===== src/rtl/vga_pkg.sv =====
// Purpose: shared 640x480@60 timing constants, coordinate type and sync polarity for the video path.
// Latency: n/a (constants only).
// Backpressure: n/a; the sync generator, text overlay and graphics blocks all import this package.
package vga_pkg;

    localparam int COORD_W = 10;
    typedef logic [COORD_W-1:0] coord_t;

    // Both syncs are active-low pulses for 640x480@60.
    localparam logic SYNC_ACTIVE = 1'b0;

    localparam int VGA_CLK_DIV   = 2;
    localparam int VGA_H_DISPLAY = 640;
    localparam int VGA_H_FRONT   = 16;
    localparam int VGA_H_SYNC    = 96;
    localparam int VGA_H_BACK    = 48;
    localparam int VGA_V_DISPLAY = 480;
    localparam int VGA_V_FRONT   = 10;
    localparam int VGA_V_SYNC    = 2;
    localparam int VGA_V_BACK    = 33;

    localparam int VGA_H_TOTAL = VGA_H_DISPLAY + VGA_H_FRONT + VGA_H_SYNC + VGA_H_BACK;
    localparam int VGA_V_TOTAL = VGA_V_DISPLAY + VGA_V_FRONT + VGA_V_SYNC + VGA_V_BACK;

endpackage


===== src/rtl/vga_pix_div.sv =====
// Purpose: pixel-rate divider; p_tick pulses for one clk every CLK_DIV clks.
// Latency: first p_tick CLK_DIV-1 edges after reset release (constantly high when CLK_DIV=1).
// Backpressure: none; free-running.
// Ports: clk, reset (async active-low), p_tick (decode of the last divider count).
module vga_pix_div #(
    parameter int CLK_DIV = 2
) (
    input  logic clk,
    input  logic reset,
    output logic p_tick
);

    localparam int DW = (CLK_DIV > 1) ? $clog2(CLK_DIV) : 1;
    localparam logic [DW-1:0] DIV_LAST = DW'(CLK_DIV - 1);

    logic [DW-1:0] div_cnt;

    always_ff @(posedge clk or negedge reset) begin
        if (!reset) begin
            div_cnt <= '0;
        end else if (p_tick) begin
            div_cnt <= '0;
        end else begin
            div_cnt <= div_cnt + DW'(1);
        end
    end

    // With CLK_DIV=1 div_cnt is pinned at 0, so p_tick is high even in reset.
    assign p_tick = (div_cnt == DIV_LAST);

endmodule


===== src/rtl/vga_sync_gen.sv =====
// Purpose: VGA timing source - hsync/vsync, pixel strobe, visible flag and pix_x/pix_y coordinates.
// Latency: syncs and video_on are registered from the next coordinates, so zero skew against pix_x/pix_y.
// Backpressure: none; free-running, all outputs held for a full pixel period.
// Ports: clk, reset (async active-low); hsync, vsync, video_on, p_tick, pix_x, pix_y, frame_start;
//        frame_cnt[15:0] only when VGA_SYNC_FRAME_CNT_EN is defined.
module vga_sync_gen
    import vga_pkg::*;
#(
    parameter int CLK_DIV   = VGA_CLK_DIV,
    parameter int H_DISPLAY = VGA_H_DISPLAY,
    parameter int H_FRONT   = VGA_H_FRONT,
    parameter int H_SYNC    = VGA_H_SYNC,
    parameter int H_BACK    = VGA_H_BACK,
    parameter int V_DISPLAY = VGA_V_DISPLAY,
    parameter int V_FRONT   = VGA_V_FRONT,
    parameter int V_SYNC    = VGA_V_SYNC,
    parameter int V_BACK    = VGA_V_BACK
) (
    input  logic               clk,
    input  logic               reset,
    output logic               hsync,
    output logic               vsync,
    output logic               video_on,
    output logic               p_tick,
    output logic [COORD_W-1:0] pix_x,
    output logic [COORD_W-1:0] pix_y,
`ifdef VGA_SYNC_FRAME_CNT_EN
    output logic [15:0]        frame_cnt,
`endif
    output logic               frame_start
);

    localparam int H_TOTAL = H_DISPLAY + H_FRONT + H_SYNC + H_BACK;
    localparam int V_TOTAL = V_DISPLAY + V_FRONT + V_SYNC + V_BACK;

    if (H_TOTAL > (1 << COORD_W) || V_TOTAL > (1 << COORD_W) || CLK_DIV < 1) begin : g_bad_cfg
        $error("vga_sync_gen: H_TOTAL/V_TOTAL must be <= 1024 and CLK_DIV >= 1");
    end

    localparam coord_t H_LAST   = coord_t'(H_TOTAL - 1);
    localparam coord_t V_LAST   = coord_t'(V_TOTAL - 1);
    localparam coord_t H_VIS    = coord_t'(H_DISPLAY);
    localparam coord_t V_VIS    = coord_t'(V_DISPLAY);
    localparam coord_t HS_FIRST = coord_t'(H_DISPLAY + H_FRONT);
    localparam coord_t HS_LAST  = coord_t'(H_DISPLAY + H_FRONT + H_SYNC - 1);
    localparam coord_t VS_FIRST = coord_t'(V_DISPLAY + V_FRONT);
    localparam coord_t VS_LAST  = coord_t'(V_DISPLAY + V_FRONT + V_SYNC - 1);

    coord_t next_x;
    coord_t next_y;
    logic   h_wrap;

    vga_pix_div #(
        .CLK_DIV (CLK_DIV)
    ) u_pix_div (
        .clk    (clk),
        .reset  (reset),
        .p_tick (p_tick)
    );

    always_comb begin
        h_wrap = (pix_x == H_LAST);
        next_x = h_wrap ? '0 : pix_x + coord_t'(1);
        next_y = pix_y;
        if (h_wrap) begin
            next_y = (pix_y == V_LAST) ? '0 : pix_y + coord_t'(1);
        end
    end

    // Decodes use next_x/next_y so they land on the same edge as the coordinates.
    always_ff @(posedge clk or negedge reset) begin
        if (!reset) begin
            pix_x    <= H_LAST;
            pix_y    <= V_LAST;
            hsync    <= ~SYNC_ACTIVE;
            vsync    <= ~SYNC_ACTIVE;
            video_on <= 1'b0;
        end else if (p_tick) begin
            pix_x    <= next_x;
            pix_y    <= next_y;
            hsync    <= (next_x >= HS_FIRST && next_x <= HS_LAST) ? SYNC_ACTIVE : ~SYNC_ACTIVE;
            vsync    <= (next_y >= VS_FIRST && next_y <= VS_LAST) ? SYNC_ACTIVE : ~SYNC_ACTIVE;
            video_on <= (next_x < H_VIS) && (next_y < V_VIS);
        end
    end

    // High for the single clk whose edge moves the raster to (0,0).
    assign frame_start = p_tick && (pix_x == H_LAST) && (pix_y == V_LAST);

`ifdef VGA_SYNC_FRAME_CNT_EN
    always_ff @(posedge clk or negedge reset) begin
        if (!reset) begin
            frame_cnt <= '0;
        end else if (frame_start) begin
            frame_cnt <= frame_cnt + 16'd1;
        end
    end
`endif

endmodule


===== config.mk =====
export PLATFORM = sky130hd
export DESIGN_NAME = vga_sync_gen
export DESIGN_NICKNAME = d
export VERILOG_FILES = /design/src/rtl/vga_pkg.sv /design/src/rtl/vga_pix_div.sv /design/src/rtl/vga_sync_gen.sv
export SDC_FILE = /design/constraint.sdc
export NUM_CORES = 1
export LEC_CHECK = 0
export CORE_MARGIN = 2
export CORE_UTILIZATION = 56
export CTS_BUF_LIST = sky130_fd_sc_hd__clkbuf_8 sky130_fd_sc_hd__clkbuf_16
export DETAILED_ROUTE_END_ITERATION = 8
export DONT_BUFFER_PORTS = 1
export GPL_TIMING_DRIVEN = 0
export PLACE_DENSITY_LB_ADDON = 0.25
export SYNTH_ARGS = -nofsm -noshare
export SYNTH_HDL_FRONTEND = slang
export SYNTH_SLANG_ARGS = --single-unit

===== constraint.sdc =====
create_clock -name clk -period 2.1 [get_ports clk]
set_clock_uncertainty 0.15 [all_clocks]
set_input_delay 0.63 -clock clk [delete_from_list [all_inputs] [get_ports clk]]
set_output_delay 0.63 -clock clk [all_outputs]
set_load 0.1 [all_outputs]

==> results.cfg <==
[sta]
fin_crit_sh_pct = 149.8
hold_viol = 0
drv_slew = 0
rsz0062_at_grt = yes
setup_viol = 18
fmax_ghz = 0.3178
tightestPinTransition_ns = 0.9326
slew_headroom_pct = 37.83
layout_setup_ws_ns = -1.046
period_needed_ns = 3.146

[setup_path]
timing.rr.start = pix_x[1]$_DFFE_PN1P_
required_ns = 1.32
crit_slowest_cell = dfstp_4
rrSetupSlack_ns = -0.73
path_max_fanout = 6
r2r_cells = 9
crit_path_frequent_cell = and4_4
crit_family = simple AND/OR/NAND/NOR gates
critPathArrivalTime_ns = 2.37
crit_path_end_kind = output port
path_buf_inv = 0
path_class = reg -> out
cp_slowest_stage_delay_ns = 0.83
r2r_end = video_on$_DFFE_PN0P_
critical_path.cell_chain = ha_4 > and4_4 > and4_4 > nand2_4 > nor2_4
startpoint_type = flop

[cts]
cts_tree = done
cts_max_level = 1
cts_sinks = 24
clkTransAtPathRegs_ns = 0.09
cts_buffers = 3
cts-root-buf = clkbuf_8
clk_latency_ns = 0.26
clock_path_buffers = 2

[yosys]
synth_area_leaders = dfstp_2 20%, dfrtp_1 19%, nand2_1 5.3%, xnor2_1 4.3%, nor2_1 3.7%
synthArstFlopShare_pct = 100.0
synth_flop_cell = dfstp_2
ys_types = 46
synth_top_area_share_pct = 19.53
synth_nets = 189
syn_area_sq_um = 1614
yosys.area.top_type = dfstp_2
ys_seq_area_share_pct = 38.14
ys_seq_elements = 24
avgSynthCellArea_sq_um = 8.820
ys_warn_count = 0
synth_edf_count = 0
synthCells = 183

[power_and_ir_drop]
p_seq_share_pct = 61.9
cellPowerDensity_nw_per_um2 = 358.6
p_int_uw = 593.4
swShare_pct = 20.43
clkPwrFrac_pct = 37.3
p_sw_uw = 152.4
p_leak_uw = 0.0007843
p_comb_share_pct = 0.8
ir_worst_vdd_mv = 0.2996

[placed_design]
port_buffers = 0
placed_cell_area_sq_um = 1740
dp_worst_setup_slack_ns = -0.9690
gp_congestion = 0.9019
dp_hpwl_um = 2617

[die]
core-area_sq_um = 2758
num_rows = 19
die_y_um = 57.69
dieArea_sq_um = 3328
pin_count = 27
start_util_pct = 58.53
die_w_um = 57.69

[detailed_routing]
post_drt_wl_per_cell_um = 18.65
drc = 0
drt-total-wl_um = 4421
drtIter0Drc = 169
antenna_left = 0
vias = 1579
viasPerCell = 6.662
drt-pass1-iter-count = 4

[global_routing]
gr-total-overflow = 0
grt_antenna_before_repair = 0
grt_pass1_vias = 1430
grt_max_degree = 14
grt_pass1_wl_um = 6886
grt_usage_pct = 26.89

[outcome]
violations = setup timing
status = complete, but fails checks

[run]
maxCapViolations = 0

[finish]
antennaDiodeCount = 0
drive_above_1_share_pct = 44.66
syn2layout_area_growth_pct = 28.84
final_nets = 213
final_area_sq_um = 2079

[min_path]
min_path_type = in -> async
==> cell usage after synthesis (all sizes together), types with 2 or more instances <==
cell type	count
nand2	23
nor3	4
dfstp	12
clkbuf	5
buf	10
nor2	16
dfrtp	12
and3	2
o21ai	13
ha	4
nand4	8
nor4	4
and4	3
nand4b	3
inv	6
mux2	2
a21oi	6
nand3	9
xnor2	8
o31ai	3
or3	2
a311oi	2
xor2	2
a31oi	7
==> per-layer routing <==
layer / vias to the layer above / share of wire [%] / global-route usage, % / wire length (um)
li1: 717 / - / - / -
met1: 762 / 40 / 33.58 / 1788
met2: 84 / 50 / 44.97 / 2230
met3: 16 / 6.1 / 4.911 / 268
met4: 0 / 3.0 / 12.96 / 133
met5: - / 0 / 0 / 0
==> metrics by stage <==
| step | util [%] | instances | TNS (ns) | hold slack (ns) | power [uW] |
|---|---|---|---|---|---|
| 2_1_floorplan | - | 183 | -4.801 | 0.1844 | 470.0 |
| 3_3_place_gp | 63.11 | 214 | -7.759 | 0.1852 | 470.0 |
| 3_5_place_dp | 63.11 | 214 | -8.374 | 0.1852 | 470.0 |
| 4_1_cts | 70.87 | 231 | -6.573 | 0.04309 | 755.9 |
| 5_1_grt | 75.41 | 237 | -8.974 | 0.03117 | 772.3 |
| 6_report | 75.41 | 237 | -7.652 | 0.04940 | 745.8 |
==> cell families (layout without fill, tap and decap cells) <==
family / Yosys count / after routing / synth area share [%]
compound gates: 40 / 40 / 16.36
fa+ha+maj: 5 / 5 / 3.721
buf+inv: 22 / 45 / 8.061
simple gates: 79 / 79 / 26.28
flops: 24 / 24 / 38.14
xor+xnor: 10 / 10 / 5.427
mux: 3 / 3 / 2.015
==> state kept, by name, summed over array words and instances (netlist names) <==
| signal | count |
|---|---|
| pix_y | 10 |
| vsync | 1 |
| pix_x | 10 |
| u_pix_div.p_tick | 1 |
| video_on | 1 |
| hsync | 1 |
==> power groups by stage <==
stage | Combinational, uW | Sequential [uW] | Clock [uW]
finish | 6.24 | 462 | 278
global route | 7.06 | 462 | 304
CTS | 6.89 | 462 | 287
detailed placement | 0.000367 | 470 | 0
global placement | 0.000367 | 470 | 0
floorplan | 0.000367 | 470 | 0
==> cells in the final DEF, fill, tap and decap left out, types with 3 or more instances in the layout <==
master,synthesis,routed
nand3_1,9,7
buf_6,5,11
a21oi_2,1,3
dfrtp_2,0,4
dfstp_4,0,9
nor2_1,16,13
o21ai_0,11,4
a21oi_1,5,3
inv_1,6,4
dfstp_2,12,3
xnor2_1,8,8
dfrtp_4,0,7
nand2_1,23,17
nor2_4,0,3
o21ai_1,2,6
buf_4,0,15
a31oi_1,7,7
and4_4,3,3
clkbuf_8,0,3
o21ai_2,0,3
nand4b_1,3,3
nand4_1,8,8
nand2_2,0,5
==> final cells by class <==
type / instances / area (sq um)
fillers: 195 / 678.2
flip-flops and latches: 24 / 680.7
multi-input cells: 137 / 997.2
plain buffers: 12 / 97.59
inverters: 7 / 26.28
clock inverters: 1 / 3.754
repair buffers: 22 / 193.9
clock buffers: 3 / 41.29
well taps: 31 / 38.79
==> worst max path at each step <==
stage	startpoint	to	slack, ns	depth (start not counted)
floorplan	pix_x[1]$_DFFE_PN1P_	frame_start	-0.87	7
detailed placement	pix_x[1]$_DFFE_PN1P_	frame_start	-0.97	7
CTS	pix_y[2]$_DFFE_PN1P_	frame_start	-1.11	5
global placement	pix_x[2]$_DFFE_PN1P_	frame_start	-0.96	7
finish	pix_x[1]$_DFFE_PN1P_	frame_start	-1.05	5
global route	pix_x[1]$_DFFE_PN1P_	frame_start	-1.09	5
==> timing repair <==
| action | 4_1_cts | 5_1_grt |
|---|---|---|
| gates resized for setup | 32 | 26 |
| hold endpoints to repair | 12 | 0 |
| pin swaps | 10 | 14 |
| setup buffers | 15 | 9 |
| endpoints found under the setup margin | 21 | 21 |
| hold buffers | 1 | 0 |
(Power assumes the default switching activity.)
